## src/rtl/punc_defines.sv

```systemverilog
// Shared PUnC definitions: opcodes, control FSM state encoding and the datapath
// mux-select encodings used by both the control unit and the datapath.
package punc_defines;

    localparam int unsigned WORD_W     = 16;
    localparam int unsigned OP_W       = 4;
    localparam int unsigned STATE_W    = 3;
    localparam int unsigned REG_ADDR_W = 3;
    localparam int unsigned NZP_W      = 3;
    localparam int unsigned MEM_SEL_W  = 2;
    localparam int unsigned RF_SEL_W   = 2;
    localparam int unsigned ALU_SEL_W  = 2;

    typedef enum logic [STATE_W-1:0] {
        S_FETCH    = 3'd0,
        S_DECODE   = 3'd1,
        S_EXECUTE  = 3'd2,
        S_EXECUTE2 = 3'd3,
        S_HALT     = 3'd4
    } state_t;

    localparam logic [OP_W-1:0] OP_BR   = 4'b0000;
    localparam logic [OP_W-1:0] OP_ADD  = 4'b0001;
    localparam logic [OP_W-1:0] OP_LD   = 4'b0010;
    localparam logic [OP_W-1:0] OP_ST   = 4'b0011;
    localparam logic [OP_W-1:0] OP_JSR  = 4'b0100;
    localparam logic [OP_W-1:0] OP_AND  = 4'b0101;
    localparam logic [OP_W-1:0] OP_LDR  = 4'b0110;
    localparam logic [OP_W-1:0] OP_STR  = 4'b0111;
    localparam logic [OP_W-1:0] OP_RTI  = 4'b1000;
    localparam logic [OP_W-1:0] OP_NOT  = 4'b1001;
    localparam logic [OP_W-1:0] OP_LDI  = 4'b1010;
    localparam logic [OP_W-1:0] OP_STI  = 4'b1011;
    localparam logic [OP_W-1:0] OP_JMP  = 4'b1100;
    localparam logic [OP_W-1:0] OP_RES  = 4'b1101;
    localparam logic [OP_W-1:0] OP_LEA  = 4'b1110;
    localparam logic [OP_W-1:0] OP_TRAP = 4'b1111;

    // PC source: adder (PC + offset) or a base register read on rd0
    localparam logic PC_DATA_ADDER  = 1'b0;
    localparam logic PC_DATA_BASE_R = 1'b1;
    localparam logic PC_ADD_OFF11   = 1'b0;
    localparam logic PC_ADD_OFF9    = 1'b1;

    localparam logic [MEM_SEL_W-1:0] ADDR_MEM_PC    = 2'b00;
    localparam logic [MEM_SEL_W-1:0] ADDR_MEM_ALU   = 2'b01;
    localparam logic [MEM_SEL_W-1:0] ADDR_MEM_STORE = 2'b10;

    localparam logic [RF_SEL_W-1:0] W_RF_PC  = 2'b00;
    localparam logic [RF_SEL_W-1:0] W_RF_MEM = 2'b01;
    localparam logic [RF_SEL_W-1:0] W_RF_ALU = 2'b10;

    localparam logic A_SEL_PC   = 1'b0;
    localparam logic A_SEL_RD0  = 1'b1;
    localparam logic B_SEL_RD1  = 1'b0;
    localparam logic B_SEL_SEXT = 1'b1;

    localparam logic [ALU_SEL_W-1:0] ALU_ADD    = 2'b00;
    localparam logic [ALU_SEL_W-1:0] ALU_AND    = 2'b01;
    localparam logic [ALU_SEL_W-1:0] ALU_NOT    = 2'b10;
    localparam logic [ALU_SEL_W-1:0] ALU_PASS_A = 2'b11;

    localparam logic NZP_SEL_ALU = 1'b0;
    localparam logic NZP_SEL_MEM = 1'b1;

    localparam logic [REG_ADDR_W-1:0] LINK_REG = 3'd7;

    // Complete control word driven onto the datapath each cycle
    typedef struct packed {
        logic                  pc_data_sel;
        logic                  pc_add_sel;
        logic                  pc_ld;
        logic                  pc_clr;
        logic                  pc_inc;
        logic                  ir_ld;
        logic [MEM_SEL_W-1:0]  addr_mem_sel;
        logic                  w_en_mem;
        logic [RF_SEL_W-1:0]   w_rf_sel;
        logic [REG_ADDR_W-1:0] r_addr_0;
        logic [REG_ADDR_W-1:0] r_addr_1;
        logic [REG_ADDR_W-1:0] w_addr;
        logic                  w_en_rf;
        logic                  a_sel;
        logic                  b_sel;
        logic [ALU_SEL_W-1:0]  alu_sel;
        logic                  nzp_sel;
        logic                  n_ld;
        logic                  z_ld;
        logic                  p_ld;
        logic                  store_ld;
    } ctrl_t;

    // LDI/STI need a second execute cycle for the indirect access
    function automatic logic is_indirect(input logic [OP_W-1:0] op);
        return (op == OP_LDI) || (op == OP_STI);
    endfunction

endpackage

```

## src/rtl/punc_branch_eval.sv

```systemverilog
// Branch condition check: BR is taken when any requested nzp bit matches a set flag.
module punc_branch_eval
    import punc_defines::*;
(
    input  logic [NZP_W-1:0] nzp,
    input  logic             n,
    input  logic             z,
    input  logic             p,
    output logic             taken_c
);

    assign taken_c = (nzp[2] & n) | (nzp[1] & z) | (nzp[0] & p);

endmodule

```

## src/rtl/punc_control.sv

```systemverilog
// PUnC LC3 control FSM: fetch/decode/execute sequencing and datapath control word.
// Build option PUNC_HALT_EN: TRAP enters a sticky HALT state; otherwise TRAP is a NOP.
module punc_control
    import punc_defines::*;
(
    input  logic                  clk,
    input  logic                  rst,
    input  logic [WORD_W-1:0]     ir,
    input  logic                  n,
    input  logic                  z,
    input  logic                  p,
    output logic                  PC_data_sel,
    output logic                  PC_add_sel,
    output logic                  PC_ld,
    output logic                  PC_clr,
    output logic                  PC_inc,
    output logic                  IR_ld,
    output logic [MEM_SEL_W-1:0]  addr_MEM_sel,
    output logic                  w_en_MEM,
    output logic [RF_SEL_W-1:0]   w_RF_sel,
    output logic [REG_ADDR_W-1:0] r_addr_0_RF,
    output logic [REG_ADDR_W-1:0] r_addr_1_RF,
    output logic [REG_ADDR_W-1:0] w_addr_RF,
    output logic                  w_en_RF,
    output logic                  A_sel,
    output logic                  B_sel,
    output logic [ALU_SEL_W-1:0]  ALU_sel,
    output logic                  NZP_sel,
    output logic                  N_ld,
    output logic                  Z_ld,
    output logic                  P_ld,
    output logic                  store_ld,
    output logic                  halted,
    output logic [STATE_W-1:0]    state
);

    state_t                state_q;
    ctrl_t                 ctrl;
    logic [OP_W-1:0]       opcode;
    logic [REG_ADDR_W-1:0] dr;
    logic [REG_ADDR_W-1:0] sr1;
    logic [REG_ADDR_W-1:0] sr2;
    logic                  imm_mode;
    logic                  br_taken;
    logic                  unused_ir_bits;

    assign opcode         = ir[15:12];
    assign dr             = ir[11:9];
    assign sr1            = ir[8:6];
    assign sr2            = ir[2:0];
    assign imm_mode       = ir[5];
    assign unused_ir_bits = ^ir[4:3];

    punc_branch_eval u_branch_eval (
        .nzp     (ir[11:9]),
        .n       (n),
        .z       (z),
        .p       (p),
        .taken_c (br_taken)
    );

    // State register with next-state selection
    always_ff @(posedge clk or posedge rst) begin
        if (rst) begin
            state_q <= S_FETCH;
        end else begin
            case (state_q)
                S_FETCH:    state_q <= S_DECODE;
                S_DECODE:   state_q <= S_EXECUTE;
                S_EXECUTE: begin
                    if (is_indirect(opcode)) begin
                        state_q <= S_EXECUTE2;
`ifdef PUNC_HALT_EN
                    end else if (opcode == OP_TRAP) begin
                        state_q <= S_HALT;
`endif
                    end else begin
                        state_q <= S_FETCH;
                    end
                end
                S_EXECUTE2: state_q <= S_FETCH;
                S_HALT:     state_q <= S_HALT;
                default:    state_q <= S_FETCH;
            endcase
        end
    end

    // Control word from state and instruction; reset forces everything idle except PC clear
    always_comb begin
        ctrl = '0;
        if (rst) begin
            ctrl.pc_clr = 1'b1;
        end else begin
            case (state_q)
                S_FETCH: begin
                    ctrl.addr_mem_sel = ADDR_MEM_PC;
                    ctrl.ir_ld        = 1'b1;
                    ctrl.pc_inc       = 1'b1;
                end
                S_EXECUTE: begin
                    case (opcode)
                        OP_ADD, OP_AND, OP_NOT: begin
                            ctrl.r_addr_0 = sr1;
                            ctrl.a_sel    = A_SEL_RD0;
                            if (imm_mode) begin
                                ctrl.b_sel = B_SEL_SEXT;
                            end else begin
                                ctrl.b_sel    = B_SEL_RD1;
                                ctrl.r_addr_1 = sr2;
                            end
                            if (opcode == OP_ADD)      ctrl.alu_sel = ALU_ADD;
                            else if (opcode == OP_AND) ctrl.alu_sel = ALU_AND;
                            else                       ctrl.alu_sel = ALU_NOT;
                            ctrl.w_rf_sel = W_RF_ALU;
                            ctrl.w_addr   = dr;
                            ctrl.w_en_rf  = 1'b1;
                            ctrl.nzp_sel  = NZP_SEL_ALU;
                            ctrl.n_ld     = 1'b1;
                            ctrl.z_ld     = 1'b1;
                            ctrl.p_ld     = 1'b1;
                        end
                        OP_BR: begin
                            // Not-taken leaves the already-incremented PC untouched
                            if (br_taken) begin
                                ctrl.pc_data_sel = PC_DATA_ADDER;
                                ctrl.pc_add_sel  = PC_ADD_OFF9;
                                ctrl.pc_ld       = 1'b1;
                            end
                        end
                        OP_JMP: begin
                            ctrl.pc_data_sel = PC_DATA_BASE_R;
                            ctrl.r_addr_0    = sr1;
                            ctrl.pc_ld       = 1'b1;
                        end
                        OP_JSR: begin
                            ctrl.w_addr   = LINK_REG;
                            ctrl.w_rf_sel = W_RF_PC;
                            ctrl.w_en_rf  = 1'b1;
                            ctrl.pc_ld    = 1'b1;
                            if (ir[11]) begin
                                ctrl.pc_data_sel = PC_DATA_ADDER;
                                ctrl.pc_add_sel  = PC_ADD_OFF11;
                            end else begin
                                ctrl.pc_data_sel = PC_DATA_BASE_R;
                                ctrl.r_addr_0    = sr1;
                            end
                        end
                        OP_LD, OP_LDR: begin
                            if (opcode == OP_LDR) begin
                                ctrl.a_sel    = A_SEL_RD0;
                                ctrl.r_addr_0 = sr1;
                            end else begin
                                ctrl.a_sel = A_SEL_PC;
                            end
                            ctrl.b_sel        = B_SEL_SEXT;
                            ctrl.alu_sel      = ALU_ADD;
                            ctrl.addr_mem_sel = ADDR_MEM_ALU;
                            ctrl.w_rf_sel     = W_RF_MEM;
                            ctrl.w_addr       = dr;
                            ctrl.w_en_rf      = 1'b1;
                            ctrl.nzp_sel      = NZP_SEL_MEM;
                            ctrl.n_ld         = 1'b1;
                            ctrl.z_ld         = 1'b1;
                            ctrl.p_ld         = 1'b1;
                        end
                        OP_LEA: begin
                            ctrl.a_sel    = A_SEL_PC;
                            ctrl.b_sel    = B_SEL_SEXT;
                            ctrl.alu_sel  = ALU_ADD;
                            ctrl.w_rf_sel = W_RF_ALU;
                            ctrl.w_addr   = dr;
                            ctrl.w_en_rf  = 1'b1;
                        end
                        OP_ST, OP_STR: begin
                            if (opcode == OP_STR) begin
                                ctrl.a_sel    = A_SEL_RD0;
                                ctrl.r_addr_0 = sr1;
                            end else begin
                                ctrl.a_sel = A_SEL_PC;
                            end
                            ctrl.b_sel        = B_SEL_SEXT;
                            ctrl.alu_sel      = ALU_ADD;
                            ctrl.addr_mem_sel = ADDR_MEM_ALU;
                            ctrl.r_addr_1     = dr;
                            ctrl.w_en_mem     = 1'b1;
                        end
                        OP_LDI, OP_STI: begin
                            // Fetch the pointer word into the store register
                            ctrl.a_sel        = A_SEL_PC;
                            ctrl.b_sel        = B_SEL_SEXT;
                            ctrl.alu_sel      = ALU_ADD;
                            ctrl.addr_mem_sel = ADDR_MEM_ALU;
                            ctrl.store_ld     = 1'b1;
                        end
                        default: ;
                    endcase
                end
                S_EXECUTE2: begin
                    ctrl.addr_mem_sel = ADDR_MEM_STORE;
                    if (opcode == OP_LDI) begin
                        ctrl.w_rf_sel = W_RF_MEM;
                        ctrl.w_addr   = dr;
                        ctrl.w_en_rf  = 1'b1;
                        ctrl.nzp_sel  = NZP_SEL_MEM;
                        ctrl.n_ld     = 1'b1;
                        ctrl.z_ld     = 1'b1;
                        ctrl.p_ld     = 1'b1;
                    end else begin
                        ctrl.r_addr_1 = dr;
                        ctrl.w_en_mem = 1'b1;
                    end
                end
                default: ;
            endcase
        end
    end

    assign PC_data_sel  = ctrl.pc_data_sel;
    assign PC_add_sel   = ctrl.pc_add_sel;
    assign PC_ld        = ctrl.pc_ld;
    assign PC_clr       = ctrl.pc_clr;
    assign PC_inc       = ctrl.pc_inc;
    assign IR_ld        = ctrl.ir_ld;
    assign addr_MEM_sel = ctrl.addr_mem_sel;
    assign w_en_MEM     = ctrl.w_en_mem;
    assign w_RF_sel     = ctrl.w_rf_sel;
    assign r_addr_0_RF  = ctrl.r_addr_0;
    assign r_addr_1_RF  = ctrl.r_addr_1;
    assign w_addr_RF    = ctrl.w_addr;
    assign w_en_RF      = ctrl.w_en_rf;
    assign A_sel        = ctrl.a_sel;
    assign B_sel        = ctrl.b_sel;
    assign ALU_sel      = ctrl.alu_sel;
    assign NZP_sel      = ctrl.nzp_sel;
    assign N_ld         = ctrl.n_ld;
    assign Z_ld         = ctrl.z_ld;
    assign P_ld         = ctrl.p_ld;
    assign store_ld     = ctrl.store_ld;
    assign state        = state_q;

`ifdef PUNC_HALT_EN
    assign halted = (state_q == S_HALT);
`else
    assign halted = 1'b0;
`endif

endmodule

```

## config.mk

```make
export PLATFORM = sky130hd
export DESIGN_NAME = punc_control
export DESIGN_NICKNAME = d
export VERILOG_FILES = /design/src/rtl/punc_defines.sv /design/src/rtl/punc_branch_eval.sv /design/src/rtl/punc_control.sv
export SDC_FILE = /design/constraint.sdc
export NUM_CORES = 1
export LEC_CHECK = 0
export CORE_MARGIN = 2
export CORE_UTILIZATION = 30
export DETAILED_ROUTE_END_ITERATION = 6
export GPL_ROUTABILITY_DRIVEN = 0
export PLACE_DENSITY = 0.89
export SKIP_LAST_GASP = 1
export SYNTH_ARGS = -nofsm -noshare
export SYNTH_HDL_FRONTEND = slang
export SYNTH_SLANG_ARGS = --single-unit
```

## constraint.sdc

```tcl
create_clock -name clk -period 2.35 [get_ports clk]
set_clock_uncertainty 0.05 [all_clocks]
set_input_delay 0.47 -clock clk [delete_from_list [all_inputs] [get_ports clk]]
set_output_delay 0.47 -clock clk [all_outputs]
set_load 0.02 [all_outputs]
```

# Word-level counts from Yosys, hierarchy flattened
# Cells that the tools add are included.
classes:
  muxes: 42
  n_bitwise: 5
  eq_ne: 16
  reduce_logical: 13
ops:
  columns: ["op", "count"]
  rows:
  - ["$mux 26", 1]
  - ["$mux 3", 8]
  - ["$pmux 3 s4", 2]
  - ["$pmux 4 s2", 3]
  - ["$eq 4x4->1 const B", 5]
  - ["$eq 4x3->1 const B", 4]
  - ["$pmux 4 s4", 1]
  - ["$pmux 7 s2", 1]
  - ["$mux 1", 12]
  - ["$mux 4", 3]
  - ["$pmux 3 s2", 2]
  - ["$reduce_or 6->1", 2]
  - ["$mux 2", 5]
  - ["$eq 4x2->1 const B", 2]
  - ["$pmux 2 s2", 2]
  - ["$reduce_or 2->1", 4]
  - ["$reduce_or 4->1", 2]
  - ["$eq 3x2->1 const B", 2]
  - ["$reduce_or 3->1", 2]
  - ["$eq 4x1->1 const B", 1]
  - ["$logic_not 4->1", 1]
  - ["$and 1x1->1", 3]
  - ["$eq 3x1->1 const B", 1]
  - ["$eq 3x3->1 const B", 1]
  - ["5 further kinds", 6]
totals:
  wordCells: 77
  register_bits: 3
  output_inout_bits: 34
  inputBits: 21

# Longest topological paths before layout
depth:
  ltp_word: 7
  ltp_mapped: 5

# Cells and area by module
# A second synthesis with hierarchy kept.
hier_totals:
  hier_cells: 101
  hier_area_um2: 669.4
modules_own_cells:
  columns: ["mod", "n_inst", "area_each_um2", "cells_per_inst", "seq_area_each_um2"]
  rows:
  - ["punc_control", 1, 655.6, 99, 75.1]
  - ["punc_branch_eval", 1, 13.8, 2, 0.0]

# Worst setup path before layout
# Ideal clock, no wire load.
synth_path:
  path_kind: "register to output"
  startpoint: "register state_q[0] (netlist: state[0])"
  endpoint: "output port PC_inc"
  setup_slack_ns: 0.062
  stages_incl_launch_ff: 4
  required_ns: 1.830
  arrival_ns: 1.768
  path_buffers: 2
  cell_sequence: "dfrtp_1 > buf_2 > nor4_1 > buf_4"
synth_via:
  elab_chain_len: 3
synth_rtl:
  columns: ["element", "line_no", "rtl"]
  rows:
  - ["start, declared", "punc_control.sv:37", "state_t state_q;"]
  - ["start signal, assigned", "punc_control.sv:65", "state_q <= S_FETCH;"]
  - ["start signal, assigned", "punc_control.sv:68", "S_FETCH: state_q <= S_DECODE;"]
  - ["start signal, assigned", "punc_control.sv:69", "S_DECODE: state_q <= S_EXECUTE;"]
  - ["$logic_not 3->1", "punc_control.sv:94", "case (state_q)"]
  - ["$mux 2", "punc_control.sv:94", null]
  - ["$mux 26", "punc_control.sv:91", "if (rst) begin"]
  - ["end, declared", "punc_control.sv:16", "output logic PC_inc,"]
# Every way passes these cells.

# Worst setup path in the final report
layout_path:
  startpoint: "register state_q[2] (netlist: state[2])"
  endpoint: "output port r_addr_0_RF[2]"
layout_via:
  elab_chain_len: 3
layout_rtl:
  columns: ["element", "line_no", "rtl"]
  rows:
  - ["$eq 3x2->1", "punc_control.sv:94", null]
  - ["$mux 3", "punc_control.sv:94", null]
  - ["$mux 26", "punc_control.sv:91", null]
  - ["end, declared", "punc_control.sv:21", "output logic [REG_ADDR_W-1:0] r_addr_0_RF,"]
# Every way passes these cells.

==> impl_metrics.yaml <==
run_status:
  status: "finished with violations"
  violations: "negative setup slack"
clock_network:
  hold_buffers: 0
  cts_tree: "built"
  cts.clk_slew.worst_paths_ns: 0.05
  cts-root-buf: "clkbuf_4"
  clockBufferDepth: 2
  worstSkewPairLatency_ns: 0.25
  cts.sinks: 3
  cts_buffers: 3
  htree_levels: 1
sta:
  worst_slack_ns: -0.0219
  rsz0062_at_grt: "yes"
  hold_viol: 0
  fin_crit_ns: 2.37
  fin_crit_sh_pct: 101
  fmax_ghz: 0.422
  slew_violations: 0
  setup_violations: 3
routing:
  wire_per_inst_um: 14.2
  vias_per_cell: 4.99
  ant_nets: 0
  routed_wl_mm: 2.64
  via_count: 929
  drt_iter0_markers: 18
  route.detailed.drc: 0
  dr.pass1.iters: 4
final_layout:
  area_growth_pct: 123
  antenna_cells: 0
  fin_nets: 181
  largest_reg_flops: 3
  fin_cells: 186
  drive_gt1_share_pct: 46.5
  fillers: 165
placed_design:
  dp.cells: 178
  dpl.hpwl_mm: 1.86
  port_buffers: 51
flow_run:
  cap_violations: 0
power:
  power_uw: 735
  p_leak_uw: 0.000665
  cellPowerDensity_nw_per_um2: 540
  vdd_drop_max_mv: 0.601
die:
  core_um2: 1940
  die-area_um2: 2410
  rows: 16
  start_util_pct: 31.4
  dieHeight_um: 49.1
  ios: 55
  fp.dieW_um: 49.1
grt:
  overflow: 0
  grt_max_degree: 9
  grt_pass1_wl_mm: 3.95
  first_global_vias: 882
  antenna_found_initial: 0
  grt_usage_pct: 21.1
yosys:
  avgSynthCellArea_um2: 7.02
  yosysSeqAreaShare_pct: 12.3
  async_flop_share_pct: 100
  syn_nets: 108
  netlist_area_um2: 611
  syn_inst: 87
  ys_warn_count: 0
  ys_ff_latch: 3
  synth_top_flop_cell: "dfrtp_1"
  synth_edf_count: 0
  yosysUniqueCellTypes: 36
critical_path:
  end_kind: "output pin"
  crit_chain: "nor4b_4 > buf_4 > o21ai_4 > a221oi_4 > and2_4 > buf_6"
  crit_buf_inv: 2
  cp-start-kind: "flip-flop"
  crit_arrival_ns: 1.85
  crit_type: "reg -> out"
  critPathRequiredTime_ns: 1.83
  crit_family: "simple AND/OR/NAND/NOR gates"
  worstPathMaxFanout: 5
  max_stage_delay_ns: 0.45
  crit_path_top_delay_cell: "dfrtp_2"
min_path:
  hold_path.class: "in -> async"
-- timing repair --
action | CTS | global route
resized for setup | 86 | 23
setup endpoints to repair | 29 | 20
endpoints found under the hold margin | 0 | 0
pin swaps | 7 | 9
setup buffers | 2 | 2
-- per-layer routing --
| layer | up-vias | part of all wire, % | global-route usage (%) |
|---|---|---|---|
| li1 | 447 | - | - |
| met1 | 441 | 40 | 23.0 |
| met2 | 39 | 52 | 38.1 |
| met3 | 2 | 7.0 | 7.36 |
| met4 | 0 | 0.53 | 5.71 |
| met5 | - | 0 | 0 |
-- cell type report --
type / count / area, µm² / share of cell area, %
multi-input cells: 71 / 543 / 39.9
well taps: 27 / 33.8 / 2.48
flip-flops and latches: 3 / 76.3 / 5.60
clock buffers: 4 / 26.3 / 1.93
repair buffers: 78 / 672 / 49.3
inverters: 3 / 11.3 / 0.826
-- through the flow --
stage | area, µm² | hold slack, ns | setup slack, ns | utilization [%] | TNS, ns
after floorplan | 611 | 0.182 | 0.0624 | - | 0
after global placement | 1260 | 0.538 | -0.567 | 64.9 | -12.86
after detailed placement | 1260 | 0.553 | -0.626 | 64.9 | -14.12
after CTS | 1310 | 0.289 | -0.0693 | 67.5 | -0.111
after global routing | 1360 | 0.315 | -0.131 | 70.2 | -0.658
final | 1360 | 0.291 | -0.0219 | 70.2 | -0.0548
-- worst paths after layout --
| path | startpoint | to | slack, ns | depth (start not counted) |
|---|---|---|---|---|
| worst max-delay path | state[2] | r_addr_0_RF[2] | -0.02 | 6 |
| worst min register to register | state[1] | state[2] | 0.56 | 2 |
| max in group asynchronous | rst | state[0] | 1.85 | 3 |
| min in group clk | state[1] | state[2] | 0.56 | 2 |
| worst min-delay path | rst | state[1] | 0.29 | 3 |
| worst max register to register | state[0] | state[0] | 1.32 | 3 |
-- worst reg2reg max path: cells and delay by family, from the launching register on --
| kind | cells | cell delay, ns |
|---|---|---|
| flops | 1 | 0.45 |
| buf+inv | 1 | 0.13 |
| compound gates | 1 | 0.15 |
| simple gates | 1 | 0.17 |
-- synthesized netlist by cell type (all sizes together), types with 2 or more instances --
master	count	area (µm²)
nor2	18	70.1
buf	10	67.6
a21oi	5	25.0
and2	4	25.0
and3	4	25.0
nand2	4	15.0
nand2b	4	25.0
nor3b	4	40.0
a22o	3	26.3
dfrtp	3	75.1
inv	3	11.3
nor2b	3	18.8
o21ai	3	18.8
nor3	2	15.0
nor4b	2	32.5
-- kinds of logic after synthesis --
| kind of cell | after synthesis | synth area share, % |
|---|---|---|
| and+or+nand+nor | 50 | 49.2 |
| muxes | 1 | 1.64 |
| buffers and inverters | 13 | 12.9 |
| AOI/OAI and AO/OA | 19 | 23.4 |
| other | 1 | 0.614 |
| DFF | 3 | 12.3 |
-- report_power, final --
part	switching, µW	total (µW)	internal [µW]
combinational	273	541	268
clock	37.9	102	64.4
sequential	23.8	92.3	68.5
total	334	735	401
-- layout by cell type, fill, tap and decap left out, types with 3 or more instances in the layout --
master	count
a21oi_1	5
a22o_1	3
and3_1	4
buf_2	4
buf_4	28
clkbuf_2	5
clkbuf_4	3
clkdlybuf4s15_2	10
clkdlybuf4s50_1	16
dlygate4sd2_1	11
inv_1	3
nor2_1	17
nor3b_2	3
Power figures use the tool's default switching activity.
